===== src/rtl/paddle_input_ctrl_pkg.sv =====
// Shared game constants, paddle FSM state encoding and saturating
// position helpers used by the paddle input controller.
package paddle_input_ctrl_pkg;

    // Playfield geometry and motion defaults
    localparam int GP_DEBOUNCE_CYCLES = 250000;
    localparam int GP_SCREEN_W        = 640;
    localparam int GP_PADDLE_W        = 80;
    localparam int GP_STEP            = 4;
    localparam int GP_X_INIT          = 280;

    // Paddle motion state; value is visible on the move_state port
    typedef enum logic [1:0] {
        ST_IDLE   = 2'd0,
        ST_MOVE_L = 2'd1,
        ST_MOVE_R = 2'd2,
        ST_BOTH   = 2'd3
    } move_state_e;

    // Map the debounced (left, right) switch pair onto a motion state
    function automatic move_state_e state_from_switches(input logic l, input logic r);
        move_state_e st;
        case ({l, r})
            2'b00:   st = ST_IDLE;
            2'b10:   st = ST_MOVE_L;
            2'b01:   st = ST_MOVE_R;
            2'b11:   st = ST_BOTH;
            default: st = ST_IDLE;
        endcase
        return st;
    endfunction

    // x - step clamped at 0; done 11 bits wide so a small x never wraps
    function automatic logic [9:0] sat_sub(input logic [9:0] x, input int step);
        logic [10:0] xe;
        logic [10:0] se;
        logic [10:0] res;
        xe = {1'b0, x};
        se = 11'(step);
        if (xe > se) begin
            res = xe - se;
        end else begin
            res = 11'd0;
        end
        return 10'(res);
    endfunction

    // x + step clamped at max_x; 11 bits wide so the sum cannot overflow
    function automatic logic [9:0] sat_add(input logic [9:0] x, input int step, input int max_x);
        logic [10:0] sum;
        logic [10:0] me;
        sum = {1'b0, x} + 11'(step);
        me  = 11'(max_x);
        if (sum > me) begin
            sum = me;
        end else begin
            sum = sum;
        end
        return 10'(sum);
    endfunction

endpackage


===== src/rtl/paddle_input_ctrl_debounce.sv =====
// switch_debounce: two-flop synchronizer followed by a consecutive-cycle
// debounce counter. A clean raw edge reaches db_o DEBOUNCE_CYCLES+2
// cycles later; any cycle where the synchronized input agrees with the
// debounced value restarts the count.
module switch_debounce #(
    parameter int DEBOUNCE_CYCLES = 250000
) (
    input  logic clk,
    input  logic rst,
    input  logic sw_i,
    output logic db_o
);

    localparam int CNT_W = (DEBOUNCE_CYCLES > 1) ? $clog2(DEBOUNCE_CYCLES) : 1;
    localparam logic [CNT_W-1:0] CNT_LAST = CNT_W'(DEBOUNCE_CYCLES - 1);

    logic             sync1_q;
    logic             sync2_q;
    logic             db_q;
    logic [CNT_W-1:0] cnt_q;

    // Synchronize the raw switch, then count consecutive disagreeing cycles
    always_ff @(posedge clk) begin
        if (rst) begin
            sync1_q <= 1'b0;
            sync2_q <= 1'b0;
            db_q    <= 1'b0;
            cnt_q   <= '0;
        end else begin
            sync1_q <= sw_i;
            sync2_q <= sync1_q;
            if (sync2_q != db_q) begin
                if (cnt_q == CNT_LAST) begin
                    db_q  <= sync2_q;
                    cnt_q <= '0;
                end else begin
                    cnt_q <= cnt_q + CNT_W'(1);
                end
            end else begin
                cnt_q <= '0;
            end
        end
    end

    assign db_o = db_q;

endmodule


===== src/rtl/paddle_input_ctrl.sv =====
// paddle_input_ctrl: turns two raw paddle switches into a registered
// paddle x position. Switches are synchronized and debounced, the
// debounced pair selects a motion state every cycle, and the paddle moves
// one STEP per asserted frame_tick using the state held from the prior cycle.
module paddle_input_ctrl
    import paddle_input_ctrl_pkg::*;
#(
    parameter int DEBOUNCE_CYCLES = GP_DEBOUNCE_CYCLES,
    parameter int SCREEN_W        = GP_SCREEN_W,
    parameter int PADDLE_W        = GP_PADDLE_W,
    parameter int STEP            = GP_STEP,
    parameter int X_INIT          = GP_X_INIT
) (
    input  logic       clk,
    input  logic       rst,
    input  logic       L_swt,
    input  logic       R_swt,
    input  logic       frame_tick,
    output logic [9:0] paddle_x,
    output logic       at_left,
    output logic       at_right,
    output logic [1:0] move_state
);

    localparam int X_MAX = SCREEN_W - PADDLE_W;

    logic        l_db_s;
    logic        r_db_s;

    move_state_e state_q;
    move_state_e state_d;
    logic [9:0]  paddle_x_q;
    logic [9:0]  paddle_x_d;
    logic        at_left_q;
    logic        at_left_d;
    logic        at_right_q;
    logic        at_right_d;

    switch_debounce #(
        .DEBOUNCE_CYCLES(DEBOUNCE_CYCLES)
    ) u_db_left (
        .clk  (clk),
        .rst  (rst),
        .sw_i (L_swt),
        .db_o (l_db_s)
    );

    switch_debounce #(
        .DEBOUNCE_CYCLES(DEBOUNCE_CYCLES)
    ) u_db_right (
        .clk  (clk),
        .rst  (rst),
        .sw_i (R_swt),
        .db_o (r_db_s)
    );

    // Next motion state and next paddle position from the registered state
    always_comb begin
        state_d    = state_from_switches(l_db_s, r_db_s);
        paddle_x_d = paddle_x_q;
        case (state_q)
            ST_MOVE_L: paddle_x_d = sat_sub(paddle_x_q, STEP);
            ST_MOVE_R: paddle_x_d = sat_add(paddle_x_q, STEP, X_MAX);
            ST_IDLE:   paddle_x_d = paddle_x_q;
            ST_BOTH:   paddle_x_d = paddle_x_q;
            default:   paddle_x_d = paddle_x_q;
        endcase
        at_left_d  = (paddle_x_d == 10'd0);
        at_right_d = (paddle_x_d == 10'(X_MAX));
    end

    // State follows the debounced switches every cycle; position and edge
    // flags commit together only on frame_tick, with reset taking priority
    always_ff @(posedge clk) begin
        if (rst) begin
            state_q    <= ST_IDLE;
            paddle_x_q <= 10'(X_INIT);
            at_left_q  <= 1'b0;
            at_right_q <= 1'b0;
        end else begin
            state_q <= state_d;
            if (frame_tick) begin
                paddle_x_q <= paddle_x_d;
                at_left_q  <= at_left_d;
                at_right_q <= at_right_d;
            end else begin
                paddle_x_q <= paddle_x_q;
                at_left_q  <= at_left_q;
                at_right_q <= at_right_q;
            end
        end
    end

    assign paddle_x   = paddle_x_q;
    assign at_left    = at_left_q;
    assign at_right   = at_right_q;
    assign move_state = state_q;

endmodule


===== config.mk =====
export PLATFORM = sky130hd
export DESIGN_NAME = paddle_input_ctrl
export DESIGN_NICKNAME = d
export VERILOG_FILES = /design/src/rtl/paddle_input_ctrl_pkg.sv /design/src/rtl/paddle_input_ctrl_debounce.sv /design/src/rtl/paddle_input_ctrl.sv
export SDC_FILE = /design/constraint.sdc
export NUM_CORES = 1
export LEC_CHECK = 0
export ABC_AREA = 0
export BUFFER_PORTS_ARGS = -buffer_cell sky130_fd_sc_hd__buf_2
export CORE_MARGIN = 2
export CORE_UTILIZATION = 45
export CTS_CLUSTER_DIAMETER = 60
export DETAILED_ROUTE_END_ITERATION = 8
export HOLD_SLACK_MARGIN = 0.05
export PLACE_DENSITY = 0.66
export SETUP_SLACK_MARGIN = 0.3
export SYNTH_ARGS = -nofsm -noshare
export SYNTH_HDL_FRONTEND = slang
export SYNTH_HIERARCHICAL = 1
export SYNTH_SLANG_ARGS = --single-unit

===== constraint.sdc =====
create_clock -name clk -period 2.4 [get_ports clk]
set_input_delay 0.36 -clock clk [delete_from_list [all_inputs] [get_ports clk]]
set_output_delay 0.36 -clock clk [all_outputs]
set_load 0.01 [all_outputs]

==> flow_summary.toml, run 1 <==
[synthesis]
synth_top_family_by_area = "simple AND/OR/NAND/NOR gates"
synth_top_area_cell = "dfxtp_1"
syn_area_um2 = 2990
async_reset_ff_frac = 0
synth_simple_gate_area_frac = 0.305
synth_commonest_cells = "dfxtp_1, nor2_1, xnor2_1"
netlist-cell-type-count = 57
synth_compound_area_frac = 0.149
ys_warn_count = 6
postSynthAreaPerCell_um2 = 8.33
syn_inst = 359
synth.top_cell.area_share = 0.375
synth_ff_type = "dfxtp_1"
synth-seq-area-share = 0.375
synth.most_common_cell = "dfxtp_1"
synth_mux_area_frac = 0
ys_seq_elements = 56
synth.area.top_cells = "dfxtp_1, xnor2_1, nor2_1"
synthXorXnorAreaFrac = 0.0967
synth_edf_count = 0
synth_adder_area_share = 0.0335
synth_fp_nets = 372

[placed_design]
io_buffers = 18
numPlacedInstances = 456
dpl.hpwl_um = 4670
gp_congestion = 0.994

[power]
p_total_mw = 1.65
peakVddDrop_uv = 294
powerDensity_nw_per_um2 = 472
p_leak_nw = 1.11

[finish]
antenna-diode-count = 0
fill_cells = 601
final_util = 0.546
drive_gt1_frac = 0.228
area_growth_pct = 16.7
nNetsFinal = 406
finalNonFillerCells = 471

[global_route]
grt_antenna_before_repair = 0
grt_pass1_vias = 2563
grtUsageTotal = 0.189
grt_pass1_wl_um = 11400
overflow = 0
grt_start_max_net_pins = 23

[route]
ant_nets = 0
wl_per_cell_um = 14.0
drt-initial-drc-count = 103
drc = 0
first_pass_iters = 4
viasPerCell = 5.62
num_vias = 2647
wirelength_um = 6580

[sta]
fin_crit_sh = 0.879
finalHoldViolations = 0
finalSetupViolations = 0
whs_ps = 249
setup_tns_ps = 0
fin_crit_ps = 2110
maxSlewHeadroom = 0.694
rsz0062_at_grt = "true"
fmax_ghz = 0.474
worstMarginPinSlew_ps = 460
drv_slew = 0
skew_ps = 10.5

[clock_tree]
hold_buffers = 0
cts_tree = "done"
cts_made_buffers = 5
cts_root_buf = "clkbuf_8"
clk_path_buf_depth = 2
clock_latency_ps = 310
h-tree-depth = 2
cts.sinks = 56
clk_pin_slew_ps = 110

[floorplanning]
rows = 29
start_util = 0.468
die_area_um2 = 7310
chipWidth_um = 85.5
io_pins = 19
coreArea_um2 = 6390
die_h_um = 85.5

[worst_setup_path]
path_class = "flip-flop to flip-flop"
end_kind = "flip-flop"
worstPathArrival_ps = 2340
r2r_start = "paddle_x[3]$_SDFFE_PP1P_"
startpoint = "paddle_x[3]$_SDFFE_PP1P_"
startpoint_type = "flip-flop"
critPathRequiredTime_ps = 2630
crit_fanout = 6

[job]
cap_violations = 0

[min_path]
min_from = "R_swt"
hold_class = "primary input to flip-flop"

[run_status]
status = "completed"
[power breakdown]
part / switching [mW] / internal [mW] / leakage, nW
registers: 0.0179 / 0.938 / 0.455
logic: 0.0824 / 0.0611 / 0.610
clock network: 0.312 / 0.234 / 0.0434
[flip-flops by register name, summed over array words and instances (netlist names), 2 cells and up]
signal / flops
u_db_left/cnt_q: 18
u_db_right/cnt_q: 18
paddle_x: 10
move_state: 2
[cells in the final DEF, fill, tap and decap left out, drive strengths merged, types with 2 or more instances in the layout]
cell type / synthesis / layout
a31oi: 5 / 5
nand2b: 4 / 4
or3: 8 / 8
nor4: 10 / 10
a21oi: 18 / 18
o211ai: 2 / 2
o32ai: 2 / 2
a211o: 5 / 5
ha: 8 / 8
nand2: 27 / 27
xor2: 4 / 4
nor3: 15 / 15
nand4: 5 / 5
clkinvlp: 0 / 2
or4: 6 / 6
nor4b: 4 / 4
clkbuf: 5 / 7
nor2: 51 / 51
nor2b: 10 / 10
xnor2: 29 / 29
o31ai: 7 / 7
buf: 7 / 38
o21ai: 12 / 12
a22oi: 3 / 3
nand3: 20 / 20
dfxtp: 56 / 56
inv: 17 / 17
and3: 3 / 3
and4bb: 2 / 2
[cell type report]
cell class	instances	area, um^2	area share
timing repair buffer	39	241	0.0693
sequential	56	1140	0.326
inverter	17	66.3	0.0190
clock inverter	2	15.0	0.00431
multi-input combinational	274	1850	0.530
clock buffer	6	82.6	0.0237
tap	77	96.3	0.0276
[critical path, cell delays in order, from the launching register on]
cell,delay [ps]
dfxtp_4,390
inv_4,70
ha_4,120
nor3b_4,220
o211ai_1,170
a31oi_1,240
o211ai_2,130
nor4_2,300
o311ai_2,190
o31ai_1,210
[per-layer routing]
metal	vias to the layer above	GRT usage	part of all wire
met3	16	0.0337	0.042
met5	-	0	0
met4	0	0.0967	0.028
met1	1227	0.239	0.45
li1	1339	-	-
met2	65	0.310	0.47
[kinds of logic (layout without fill, tap and decap cells)]
kind of cell	count (synthesis)	count (layout)
fa+ha+maj	8	8
flops	56	56
xor+xnor	33	33
buf+inv	29	64
compound gates	64	64
simple gates	169	169
[what timing repair did]
action	in CTS	in global routing
resized for setup	16	13
setup buffers	3	4
endpoints found under the setup margin	8	7
pin swaps	6	7
endpoints found under the hold margin	0	0
[worst paths after layout]
kind	cells past startpoint	to	slack, ps
setup reg to reg	9	at_right$_SDFFE_PP0P_	290
hold / removal	2	u_db_right/sync1_q$_SDFF_PP0_	250
hold reg to reg	1	u_db_left/sync2_q$_SDFF_PP0_	450
setup / recovery	9	at_right$_SDFFE_PP0P_	290
[metrics by stage]
stage	setup WS (ps)	instance area, um^2
5_1_grt	133	3490
6_report	290	3490
2_1_floorplan	301	2990
3_3_place_gp	54.4	3220
4_1_cts	302	3420
3_5_place_dp	17.8	3220
Note: power is estimated with default switching activity, not from simulation.
==> run 2: changes to the inputs <==
- ABC_CLOCK_PERIOD_IN_PS: unset -> 1800
- CTS_BUF_LIST: unset -> sky130_fd_sc_hd__clkbuf_4 sky130_fd_sc_hd__clkbuf_8
- PLACE_DENSITY: 0.66 -> 0.68
- clock period: 2.4 -> 1.8 ns (I/O delays scaled with it)
==> run 2 against run 1 <==
The flow now finishes with violations (setup timing). Largest cell class unchanged. First-iteration DRC count rose by 34%. Clock power rose by 34%. Flip-flop and latch count did not move.
==> flow_summary.toml, run 2 (synthesis gave the netlist of run 1 again) <==
[route]
wirelength_um = 9270
wl_per_cell_um = 16.7
num_vias = 3172
drt-initial-drc-count = 138
drc = 0
viasPerCell = 5.72
first_pass_iters = 4
ant_nets = 0

[run_status]
status = "finished with violations"
violations = "setup timing"

[floorplanning]
die_area_um2 = 7310
start_util = 0.468
die_h_um = 85.5
rows = 29
chipWidth_um = 85.5
io_pins = 19
coreArea_um2 = 6390

[clock_tree]
cts_root_buf = "clkbuf_8"
clk_path_buf_depth = 2
cts.sinks = 56
h-tree-depth = 2
clk_pin_slew_ps = 110
clock_latency_ps = 320
cts_tree = "done"
cts_made_buffers = 5
hold_buffers = 0

[finish]
nNetsFinal = 490
area_growth_pct = 59.3
mostFrequentLayoutCells = "buf_4, nor2_1, xnor2_1"
final_util = 0.745
drive_gt1_frac = 0.542
finalNonFillerCells = 555
antenna-diode-count = 0
final_common_cell = "buf_4"

[sta]
fin_crit_sh = 1.20
fmax_ghz = 0.463
maxSlewHeadroom = 0.671
drv_slew = 0
worstMarginPinSlew_ps = 493
rsz0062_at_grt = "true"
fin_crit_ps = 2160
finalHoldViolations = 0
finalSetupViolations = 12
skew_ps = 11.2
final.setup.worst_slack_ps = -358

[global_route]
grt_pass1_wl_um = 13200
overflow = 0
grt_start_max_net_pins = 23
grt_antenna_before_repair = 0
grtUsageTotal = 0.222
grt_pass1_vias = 2907

[placed_design]
dpl.hpwl_um = 5300
numPlacedInstances = 496
post-place-ws_ps = -224
io_buffers = 18
gp_congestion = 1.03

[worst_setup_path]
cp_top_family = "compound AO/OA/AOI/OAI gates"
end_kind = "flip-flop"
worstPathArrival_ps = 2360
path_cells = "buf_4 > ha_4 > and3_4 > nor2b_1 > a31o_2 > a21oi_4 > o21ai_1 > a22o_1 > a211o_1"
critPathRequiredTime_ps = 2010
crit_slowest_cell = "dfxtp_4"
slowest_delay_ps = 400
crit_fanout = 5
rr_worst_depth = 9
path_class = "flip-flop to flip-flop"
path_buf_inv = 1
path_depth = 9
reg2reg_to = "paddle_x[3]$_SDFFE_PP1P_"
startpoint_type = "flip-flop"
r2r_start = "paddle_x[2]$_SDFFE_PP0P_"
r2r_slack_ps = -360

[min_path]
worstHoldPathCells = 2
min_from = "L_swt"
hold_class = "primary input to flip-flop"
hold_path_end = "u_db_left/sync1_q$_SDFF_PP0_"

[power]
p_leak_nw = 1.62
powerDensity_nw_per_um2 = 478
peakVddDrop_uv = 382

[job]
cap_violations = 0
run 2: worst max-delay path by stage:
stage	from	slack [ps]	end
2_1_floorplan	paddle_x[2]$_SDFFE_PP0P_	-120	at_left$_SDFFE_PP0P_
3_3_place_gp	paddle_x[3]$_SDFFE_PP1P_	-200	at_right$_SDFFE_PP0P_
3_5_place_dp	paddle_x[2]$_SDFFE_PP0P_	-220	at_right$_SDFFE_PP0P_
4_1_cts	paddle_x[3]$_SDFFE_PP1P_	-180	at_right$_SDFFE_PP0P_
5_1_grt	paddle_x[3]$_SDFFE_PP1P_	-440	at_right$_SDFFE_PP0P_
6_report	paddle_x[2]$_SDFFE_PP0P_	-360	paddle_x[3]$_SDFFE_PP1P_
run 2: layout make-up:
| type | count | area, um^2 |
|---|---|---|
| timing repair buffer | 123 | 981 |
| tap | 77 | 96.3 |
| clock inverter | 3 | 26.3 |
| sequential | 56 | 1200 |
| clock buffer | 5 | 68.8 |
| fill | 414 | 1630 |
| inverter | 17 | 66.3 |
| multi-input combinational | 274 | 2320 |
run 2: per-stage QoR:
step | hold WS [ps] | total power [mW] | setup TNS, ps | instance area, um^2
final | 156 | 2.28 | -2630 | 4760
after global routing | 155 | 2.37 | -3500 | 4760
after CTS | 148 | 2.26 | -1140 | 4230
after detailed placement | 428 | 1.51 | -1290 | 3740
after global placement | 418 | 1.51 | -1050 | 3740
after floorplan | 339 | 1.42 | -475 | 3230
run 2: power breakdown:
group	leakage [nW]	internal (mW)	switching, mW
combinational	1.10	0.137	0.153
sequential	0.473	1.23	0.0201
clock	0.0491	0.288	0.446
run 2: what timing repair did:
action,4_1_cts,5_1_grt
endpoints found under the setup margin,34,48
pin swaps,25,43
setup buffers,28,19
cloned,0,4
resized for setup,49,85
run 2: per-layer routing:
metal | track usage | wire (um) | vias to the layer above
met5 | 0 | 0 | -
met4 | 0.0765 | 227 | 0
met3 | 0.0375 | 385 | 23
met2 | 0.397 | 4890 | 95
met1 | 0.268 | 3770 | 1533
li1 | - | - | 1521
==> run 3: changes to the inputs <==
- SYNTH_HIERARCHICAL: 1 -> unset
==> run 3 against run 2 <==
Register-to-register slack worse by 140 ps. Area after synthesis down 0.67%. Combinational power shrank 42%. Utilization down 5.9 points. Largest cell class unchanged. The flow still finishes with violations (setup timing). Hold slack improved by 28 ps. Critical path depth shrank 2. Highest routed layer unchanged.
==> flow_summary.toml, run 3 <==
[route]
first_pass_iters = 4
viasPerCell = 5.81
ant_nets = 0
drc = 0
wirelength_um = 8990
num_vias = 3055
wl_per_cell_um = 17.1
drt-initial-drc-count = 144

[finish]
nNetsFinal = 461
final_common_cell = "buf_4"
antenna-diode-count = 0
fin_area_um2 = 4360
drive_gt1_frac = 0.441
finalNonFillerCells = 526
area_growth_pct = 46.9
mostFrequentLayoutCells = "buf_4, nor2_1, dfxtp_1"

[placed_design]
dpl.hpwl_um = 5490
placed_cell_area_um2 = 3520
io_buffers = 18
numPlacedInstances = 491
gp_congestion = 1.03

[sta]
drv_slew = 0
fin_crit_ps = 2300
whs_ps = 184
setup_tns_ps = -3860
finalSetupViolations = 12
final.setup.worst_slack_ps = -496
fin_crit_sh = 1.28
fmax_ghz = 0.436
worstMarginPinSlew_ps = 696
skew_ps = 13.0
finalHoldViolations = 0
rsz0062_at_grt = "true"
maxSlewHeadroom = 0.536

[synthesis]
synth_fp_nets = 375
synth_edf_count = 0
synth_commonest_cells = "nor2_1, dfxtp_1, nand2_1"
synth.area.top_cells = "dfxtp_1, nor2_1, xnor2_1"
synth_ff_type = "dfxtp_1"
netlist-cell-type-count = 58
synth-seq-area-share = 0.378
syn_inst = 362
async_reset_ff_frac = 0
ys_seq_elements = 56
ys_warn_count = 0
syn_area_um2 = 2970
synth.top_cell.area_share = 0.378
postSynthAreaPerCell_um2 = 8.20
synth.most_common_cell = "nor2_1"
synth_top_area_cell = "dfxtp_1"

[power]
pwr-share-seq = 0.586
p_int_mw = 1.61
peakVddDrop_uv = 351
switching_share = 0.246
p_switching_mw = 0.524
clockPowerShare = 0.335
p_leak_nw = 1.54
power_frac_comb = 0.079
powerDensity_nw_per_um2 = 489
p_total_mw = 2.13

[global_route]
grt_pass1_vias = 2834
grtUsageTotal = 0.230
grt_antenna_before_repair = 0
overflow = 0
grt_pass1_wl_um = 13400
grt_start_max_net_pins = 19

[worst_setup_path]
critPathRequiredTime_ps = 2020
r2r_start = "paddle_x[2]$_SDFFE_PP0P_"
startpoint_type = "flip-flop"
worstPathArrival_ps = 2520
end_kind = "flip-flop"
crit_fanout = 4
startpoint = "paddle_x[2]$_SDFFE_PP0P_"
path_class = "flip-flop to flip-flop"
r2r_slack_ps = -500

[floorplanning]
chipWidth_um = 85.2
die_area_um2 = 7260
die_h_um = 85.2
io_pins = 19
start_util = 0.468
rows = 29
coreArea_um2 = 6350

[clock_tree]
clk_path_buf_depth = 2
cts_tree = "done"
cts_made_buffers = 5
h-tree-depth = 2
cts.sinks = 56
clock_latency_ps = 310
cts_root_buf = "clkbuf_8"
clk_pin_slew_ps = 100
hold_buffers = 0

[job]
cap_violations = 0

[run_status]
status = "finished with violations"
violations = "setup timing"

[min_path]
min_from = "R_swt"
hold_class = "primary input to flip-flop"
[run 3: layer usage]
layer	track usage	up-vias	wire (um)
li1	-	1455	-
met1	0.290	1482	3730
met2	0.400	97	4660
met3	0.0350	21	430
met4	0.0794	0	177
met5	0	-	0
[run 3: power by group through the flow]
stage	clock network, mW	registers, mW	logic (mW)
after floorplan	0	1.28	0.0662
after global placement	0	1.28	0.118
after detailed placement	0	1.28	0.117
after global routing	0.775	1.25	0.178
final	0.714	1.25	0.168
after CTS	0.730	1.25	0.144
[run 3: cells by family (layout without fill, tap and decap cells)]
kind of cell / after synthesis / count (layout) / share of synthesized area
buffers and inverters: 33 / 118 / 0.0472
adder cells (fa/ha/maj): 8 / 8 / 0.0337
multiplexers: 2 / 2 / 0.00674
AND/OR/NAND/NOR: 171 / 173 / 0.293
XOR/XNOR: 36 / 36 / 0.106
flip-flops: 56 / 56 / 0.378
AO/OA/AOI/OAI: 56 / 56 / 0.135
[run 3: worst paths after layout]
| kind | to | cells past startpoint |
|---|---|---|
| worst max-delay path | at_left$_SDFFE_PP0P_ | 7 |
| worst min-delay path | u_db_right.sync1_q$_SDFF_PP0_ | 2 |
| worst max register to register | at_left$_SDFFE_PP0P_ | 7 |
| worst min register to register | u_db_right.sync2_q$_SDFF_PP0_ | 1 |
[run 3: what timing repair did]
item / in CTS / in global routing
setup buffers: 14 / 9
cloned: 4 / 0
setup endpoints to repair: 49 / 50
resized for setup: 48 / 88
pin swaps: 24 / 39
[run 3: metrics by stage]
step,setup slack (ps),util
6_report,-496,0.687
5_1_grt,-590,0.687
4_1_cts,-466,0.618
3_5_place_dp,-541,0.554
3_3_place_gp,-495,0.554
2_1_floorplan,-426,-
[run 3: layout make-up]
class	count	area, um^2
Clock buffer	6	76.3
Clock inverter	2	15.0
Fill cell	484	1990
Inverter	14	52.6
Multi-Input combinational cell	275	2230
Sequential cell	56	1150
Tap cell	77	96.3
Timing Repair Buffer	96	741
[run 3: critical path, cell delays in order, from the launching register on]
cell and delay [ps]:
dfxtp_4 380, ha_4 120, or3b_4 360, a221o_1 360, a22oi_2 240, o211ai_1 170
or3_4 410, o31ai_2 160
